==> config.mk <==
export PLATFORM = sky130hd
export DESIGN_NAME = fetch_ctrl
export DESIGN_NICKNAME = d
export VERILOG_FILES = /design/src/rtl/fetch_ctrl_pkg.sv /design/src/rtl/fetch_valid_pipe.sv /design/src/rtl/fetch_ctrl.sv
export SDC_FILE = /design/constraint.sdc
export NUM_CORES = 1
export LEC_CHECK = 0
export ABC_CLOCK_PERIOD_IN_PS = 2150
export CORE_MARGIN = 2
export CORE_UTILIZATION = 45
export DETAILED_ROUTE_END_ITERATION = 8
export MAX_ROUTING_LAYER = met4
export PLACE_DENSITY_LB_ADDON = 0.08
export SETUP_SLACK_MARGIN = 0.2
export SYNTH_ARGS = -nofsm -noshare
export SYNTH_HDL_FRONTEND = slang
export SYNTH_SLANG_ARGS = --single-unit
==> constraint.sdc <==
create_clock -name clk -period 2.15 [get_ports clk]
set_input_delay 0.215 -clock clk [delete_from_list [all_inputs] [get_ports clk]]
set_output_delay 0.215 -clock clk [all_outputs]
set_load 0.02 [all_outputs]
==> src/rtl/fetch_ctrl_pkg.sv <==
// Shared definitions for the fetch controller: state encodings, widths and PC helpers.
package fetch_ctrl_pkg;

  localparam int              INSTR_W  = 32;
  localparam logic [31:0]     PC_STEP  = 32'd4;
  localparam logic [31:0]     PC_RESET = 32'h0000_0000;

  typedef enum logic [2:0] {
    FC_IDLE  = 3'd0,
    FC_RUN   = 3'd1,
    FC_STALL = 3'd2,
    FC_HALT  = 3'd3,
    FC_LOAD  = 3'd4
  } fc_state_e;

  // Fetch addresses are word aligned; low byte-offset bits of a target are dropped.
  function automatic logic [INSTR_W-1:0] align_pc(input logic [INSTR_W-1:0] addr);
    return addr & ~(PC_STEP - 32'd1);
  endfunction

endpackage

==> src/rtl/fetch_valid_pipe.sv <==
// Two-stage valid tracker for the IM-output and IF->ID slots.
// Clear beats hold; a held edge keeps both bits.
module fetch_valid_pipe (
  input  logic       clk,
  input  logic       reset,
  input  logic       hold,
  input  logic       clear,
  input  logic       din,
  output logic [1:0] vld
);

  always_ff @(posedge clk or negedge reset) begin
    if (!reset) begin
      vld <= 2'b00;
    end else if (clear) begin
      vld <= 2'b00;
    end else if (!hold) begin
      vld <= {vld[0], din};
    end
  end

endmodule

==> src/rtl/fetch_ctrl.sv <==
// Fetch controller: owns the fetch PC, drives the IM read port, applies stalls,
// redirects and halt, and lends the IM port to the loader while idle or halted.
module fetch_ctrl
  import fetch_ctrl_pkg::*;
(
  input  logic               clk,
  input  logic               reset,
  input  logic               run,
  input  logic               stall,
  input  logic               br_taken,
  input  logic [INSTR_W-1:0] br_target,
  input  logic               halt,
  input  logic               ld_req,
  output logic               ld_gnt,
  output logic [INSTR_W-1:0] im_addr,
  output logic               im_re,
  output logic [INSTR_W-1:0] pc,
  output logic               flush,
  output logic               if_hold,
  output logic               if_valid,
  output logic               halted
);

  fc_state_e          state_q, state_d;
  logic [INSTR_W-1:0] pc_q, pc_d;
  logic               flush_q;
  logic               redirect;
  logic               pipe_hold;
  logic               pipe_clear;
  logic [1:0]         vld;

  always_ff @(posedge clk or negedge reset) begin
    if (!reset) begin
      state_q <= FC_IDLE;
      pc_q    <= PC_RESET;
      flush_q <= 1'b0;
    end else begin
      state_q <= state_d;
      pc_q    <= pc_d;
      flush_q <= redirect;
    end
  end

  always_comb begin
    state_d    = state_q;
    pc_d       = pc_q;
    redirect   = 1'b0;
    pipe_hold  = 1'b0;
    pipe_clear = flush_q;
    im_re      = 1'b0;
    if_hold    = 1'b0;
    halted     = 1'b0;
    ld_gnt     = 1'b0;
    case (state_q)
      FC_IDLE: begin
        if (ld_req)   state_d = FC_LOAD;
        else if (run) state_d = FC_RUN;
      end
      FC_RUN: begin
        im_re = 1'b1;
        if (br_taken) begin
          redirect = 1'b1;
          pc_d     = align_pc(br_target);
        end else if (halt) begin
          state_d    = FC_HALT;
          pipe_clear = 1'b1;
        end else if (stall) begin
          // The fetch issued this cycle is dropped and re-issued after the
          // stall, so its valid mark must not enter the pipe.
          state_d   = FC_STALL;
          pipe_hold = 1'b1;
        end else begin
          pc_d = pc_q + PC_STEP;
        end
      end
      FC_STALL: begin
        if_hold   = 1'b1;
        pipe_hold = 1'b1;
        if (br_taken) begin
          redirect = 1'b1;
          pc_d     = align_pc(br_target);
          state_d  = FC_RUN;
        end else if (!stall) begin
          state_d = FC_RUN;
        end
      end
      FC_HALT: begin
        halted = 1'b1;
        if (ld_req) state_d = FC_LOAD;
      end
      FC_LOAD: begin
        ld_gnt = 1'b1;
        if (!ld_req) begin
          state_d = FC_IDLE;
          pc_d    = PC_RESET;
        end
      end
      default: state_d = FC_IDLE;
    endcase
  end

  fetch_valid_pipe u_valid_pipe (
    .clk   (clk),
    .reset (reset),
    .hold  (pipe_hold),
    .clear (pipe_clear),
    .din   (im_re & ~br_taken),
    .vld   (vld)
  );

  assign pc       = pc_q;
  assign im_addr  = pc_q;
  assign flush    = flush_q;
  assign if_valid = vld[1];

endmodule

---- After elaboration in Yosys (flattened, before gate mapping) ----
Index checks and enable logic that the tools add are counted.
W data, S select, Z words.
word-level totals
  output and inout bits ................... 70
  logic and storage cells ................. 57
  flip-flop bits (word level) ............. 38
cells by class
  equal/unequal tests ..................... 14
  reductions and logical operators ........ 5
  mux-type cells .......................... 31
  bitwise logic cells ..................... 2
  $add $sub $neg .......................... 1
operator list
  operator                 number
  $mux W32                 5
  $pmux W32 S3             1
  $add A32 B3 Y32 const B  1
  $mux W3                  9
  $ne A3 B3 Y1 const B     5
  $pmux W3 S5              1
  $mux W1                  12
  $ne A2 B2 Y1 const B     5
  $eq A3 B2 Y1 const B     2
  $reduce_and A6 Y1        1
  $reduce_and A5 Y1        1
  $mux W2                  2
  $eq A3 B1 Y1 const B     1
  $eq A3 B3 Y1 const B     1
  $logic_not A3 Y1         1
  $reduce_bool A3 Y1       1
  $pmux W1 S2              1
  $reduce_or A2 Y1         1
  $and A1 B1 Y1            1
  $not A1 Y1               1

---- Longest topological paths before layout ----
Gate-level depths: netlist of run 1.
  word-level depth ........................ 6
  gate-level depth with buffers ........... 8
  mapped depth without buffers ............ 6

---- Cells and area by module ----
From an unflattened synthesis of run 1, not the netlist that was laid out.
unflattened totals
  cells, all modules ...................... 333
  area, all modules ....................... 2730.1 µm²
modules (own cells, without submodules)
  module            area each (µm²)  sequential area each (µm²)  cells each  times used
  fetch_ctrl        2652.5           850.8                       327         1
  fetch_valid_pipe  77.6             50.0                        6           1

---- Worst setup path before layout of run 1 ----
OpenSTA, ideal clock, no wires.
  path kind ............................... reg-to-reg
  from .................................... register pc_q[2] (netlist: im_addr[2])
  to ...................................... register pc_q[26] (netlist: im_addr[26])
  data arrival time ....................... 1.836 ns
  buffers on the path ..................... 2
  stages on the path, launching flop included .. 9
  setup time .............................. 0.094 ns
  path slack .............................. 0.220 ns
  cell sequence ........................... dfrtp_1 ha_1 and4_1 buf_4 nand4_4 buf_6 nor4_4 xnor2_1 a221oi_2
on the way
  word-level cells in the longest chain between the ends .. 5
ends and longest elaborated chain
  item                    RTL line          RTL
  from (decl)             fetch_ctrl.sv:25  logic [INSTR_W-1:0] pc_q, pc_d;
  from (signal assigned)  fetch_ctrl.sv:39  pc_q <= pc_d;
  $add A32 B3 Y32         fetch_ctrl.sv:73  pc_d = pc_q + PC_STEP;
  $mux W32                fetch_ctrl.sv:67  end else if (stall) begin
  $mux W32                fetch_ctrl.sv:64  end else if (halt) begin
  $mux W32                fetch_ctrl.sv:61  if (br_taken) begin
  $pmux W32 S3            fetch_ctrl.sv:54  case (state_q)
Every way passes these cells. The select of a mux whose other input is x is not followed.
A chain may end at the register's enable or synchronous reset.

---- Worst setup path in the final report of run 1 ----
  from .................................... register pc_q[2] (netlist: im_addr[2])
  to ...................................... register pc_q[30] (netlist: im_addr[30])
The elaborated chain is that of the path after synthesis.

==> results_dict.tcl, run 1 <==
set metrics [dict create \
    status "completed" \
    drt-initial-drc-count 158 \
    p_leak_nw 1.644 \
    grt_pass1_wl_um 14500 \
    portBuffers 102 \
    finalClockSkew_ps 11.01 \
    yosys.cell_types.count 66 \
    worst-setup-path-type "reg -> reg" \
    finalCritPeriodShare_pct 85.69 \
    crit_required_ps 2320 \
    start_util_pct 46.24 \
    die_w_um 84.32 \
    drive_gt1_share_pct 17.56 \
    synth_warnings 0 \
    start_kind "flop" \
    die_h_um 84.32 \
    seqPwrFrac_pct 23.6 \
    max_freq_mhz 542.8 \
    end_kind "flop" \
    clockBufferDepth 2 \
    antenna_cells 0 \
    synth_seq_cells 36 \
    cts_buffers 5 \
    cts_tree "built" \
    combPwrFrac_pct 66.6 \
    internal_power_w 0.003360 \
    vias 3069 \
    grt_antenna_before_repair 0 \
    grtUsageTotal_pct 25.84 \
    syn_inst 351 \
    vdd_drop_max_mv 0.8084 \
    place_congestion 0.8693 \
    reg2reg_depth 7 \
    core-area_sq_um 6277 \
    setup_viol 0 \
    ys.flop_type "dfrtp_1" \
    area_growth_pct 42.63 \
    drc 0 \
    yosysSeqAreaShare_pct 31.03 \
    num_rows 29 \
    r2r-start "im_addr[2]$_DFFE_PN0P_" \
    dieArea_sq_um 7109 \
    wl_per_cell_um 17.01 \
    drtAntennaViolNets 0 \
    syn-cell-area_sq_um 2903 \
    power.density_nw_per_um2 1525 \
    hold_viol 0 \
    fin_util_pct 65.96 \
    cts.reportedPaths.clkPinSlew_ps 80 \
    max-cap-violations 0 \
    avgSynthCellArea_sq_um 8.270 \
    r2r_slack_ps 310 \
    overflow 0 \
    num-fill-cells 560 \
    rsz0062_at_grt "no" \
    root_buffer "clkbuf_8" \
    power_switching_w 0.002953 \
    grt_pass1_vias 2879 \
    crit_fanout 7 \
    pin_count 109 \
    htree_num_levels 2 \
    fin_crit_ps 1842 \
    hold_path.class "in -> async" \
    firstDrtPassIters 5 \
    clock_sinks 36 \
    place_hpwl_um 6442 \
    sw_frac_of_total_pct 46.78 \
    fin_tns_setup_ps 0 \
    ys_async_sr_fraction_pct 100.0 \
    slew_viol_final 0 \
    avgViaCountPerCell 5.824 \
    p_clk_share_pct 9.8 \
    worstSkewPairLatency_ps 310 \
    r2r-end "im_addr[30]$_DFFE_PN0P_" \
    fin_nets 489 \
    synth_edf_count 0 \
    critPathArrivalTime_ps 2010 \
    grt_max_degree 37 \
    wirelength_um 8966 \
]
==> worst max-delay path by stage <==
stage / startpoint / end / slack (ps) / cells past startpoint
floorplan: im_addr[2]$_DFFE_PN0P_ / im_addr[26]$_DFFE_PN0P_ / 220 / 8
global placement: halt / im_addr[15]$_DFFE_PN0P_ / 100 / 7
detailed placement: ld_req / im_addr[19]$_DFFE_PN0P_ / 50 / 5
CTS: state_q[0]$_DFFE_PN0P_ / im_re / 90 / 2
global route: state_q[1]$_DFFE_PN0P_ / im_addr[14]$_DFFE_PN0P_ / 190 / 6
finish: im_addr[2]$_DFFE_PN0P_ / im_addr[30]$_DFFE_PN0P_ / 310 / 7
==> routing by layer <==
metal	wire [um]	track usage [%]	vias to the layer above
met5	0	-	-
met4	161	7.038	0
met3	501	4.228	14
met2	4300	42.14	104
met1	4002	33.37	1493
li1	-	-	1458
==> cell families after synthesis <==
family          after synthesis  share of synthesized area [%]
xor+xnor                      9                          2.716
mux                           3                          1.035
compound gates              105                          23.15
flops                        36                          31.03
fa+ha+maj                     1                         0.4310
other cells                   1                         0.1292
buf+inv                      64                          14.05
simple gates                132                          27.46
==> power by group through the flow <==
| stage | Combinational (W) | Sequential, W | Clock (W) |
|---|---|---|---|
| global placement | 0.00401 | 0.00148 | 0 |
| global route | 0.00451 | 0.00155 | 0.000652 |
| detailed placement | 0.00406 | 0.00150 | 0 |
| floorplan | 0.00230 | 0.00176 | 0 |
| CTS | 0.00408 | 0.00150 | 0.000627 |
| finish | 0.00421 | 0.00149 | 0.000618 |
==> repair_timing <==
item / CTS / global route
resized for setup: 8 / 11
pin swaps: 1 / 4
setup endpoints to repair: 9 / 22
buffers inserted: 1 / 9
gates cloned: 0 / 0
hold buffers: 0 / 0
==> layout make-up <==
class,count,area (sq um),area share [%]
clock buffers,6,72.57,1.753
well taps,77,96.34,2.327
repair buffers,142,1340,32.37
multi-input cells,254,1650,39.86
clock inverters,2,35.03,0.8462
flip-flops and latches,36,905.9,21.88
inverters,10,40.04,0.9671
==> cell usage after synthesis (2+ instances only) <==
cell type,number,area (sq um)
nor2_1,33,123.9
and4_1,5,43.79
o21ai_1,3,15.01
nand2b_1,5,31.28
nor4b_1,2,17.52
buf_4,39,292.8
nor4_1,6,37.54
a31oi_1,4,25.02
a21oi_1,30,150.1
nor3_1,17,85.08
nand3_1,9,45.04
xnor2_1,9,78.83
or3_1,3,18.77
o22a_1,2,17.52
inv_1,8,30.03
clkbuf_1,4,15.01
o221ai_1,2,17.52
mux2i_1,3,30.03
o21ai_0,27,135.1
o21a_1,4,30.03
buf_2,9,45.04
and2_1,2,12.51
a311oi_1,3,26.28
o21bai_1,2,15.01
nor2b_1,2,12.51
dfrtp_1,36,900.9
a221oi_1,2,17.52
nand4_4,2,42.54
o211ai_1,2,15.01
nand4_1,3,18.77
o22ai_1,4,25.02
o31ai_1,3,22.52
a211oi_1,5,37.54
nand2_1,19,71.32
and3_1,8,50.05
nor3_2,4,40.04
==> critical path: stages (launching register included) <==
cell and delay, ps:
dfrtp_1 380, ha_2 220, and4_4 270, nand4_4 150
buf_4 210, nor3_2 190, mux2i_1 230, a211oi_1 60
==> flip-flops by register name, indices dropped and copies added (netlist names) <==
name and count:
flush 1, im_addr 30, state_q 3, u_valid_pipe.vld 2
==> placed cells by master, fill, tap and decap left out, drive strengths merged, types with 2 or more instances in the layout <==
cell type and instances:
a2111oi 2, a211oi 6, a21oi 31, a221oi 3
a311oi 3, a31oi 4, and2 3, and3 8
and4 6, buf 38, clkbuf 8, clkdlybuf4s50 98
clkinv 2, conb 4, dfrtp 36, dlygate4sd2 3
inv 9, mux2i 3, nand2 19, nand2b 5
nand3 9, nand4 6, nor2 33, nor2b 2
nor3 21, nor3b 2, nor4 8, nor4b 3
o211ai 2, o21a 4, o21ai 30, o21bai 2
o221ai 2, o22a 2, o22ai 4, o31ai 3
or3 3, xnor2 9
==> through the flow <==
stage | hold WS, ps | std cells | total power [W] | worst slack (ps) | cell area [sq um]
final | 340.9 | 527 | 0.006314 | 307.7 | 4140
after global routing | 403.7 | 527 | 0.006713 | 192.3 | 4140
after CTS | 360.6 | 518 | 0.006211 | 90.71 | 4041
after detailed placement | 451.1 | 509 | 0.005562 | 49.92 | 3914
after global placement | 447.2 | 509 | 0.005487 | 99.17 | 3914
after floorplan | -80.59 | 354 | 0.004055 | 220.3 | 2914
Note: power is estimated with default switching activity, not from simulation.
==> run 2, diff against run 1 <==
--- a/config.mk
+++ b/config.mk
@@ -12,6 +12,7 @@
 export MAX_ROUTING_LAYER = met4
 export PLACE_DENSITY_LB_ADDON = 0.08
 export SETUP_SLACK_MARGIN = 0.2
+export SLEW_MARGIN = 40
 export SYNTH_ARGS = -nofsm -noshare
 export SYNTH_HDL_FRONTEND = slang
 export SYNTH_SLANG_ARGS = --single-unit
==> results of run 2 <==
Same layout as run 1: the final DEF is identical, and so are final timing and power.
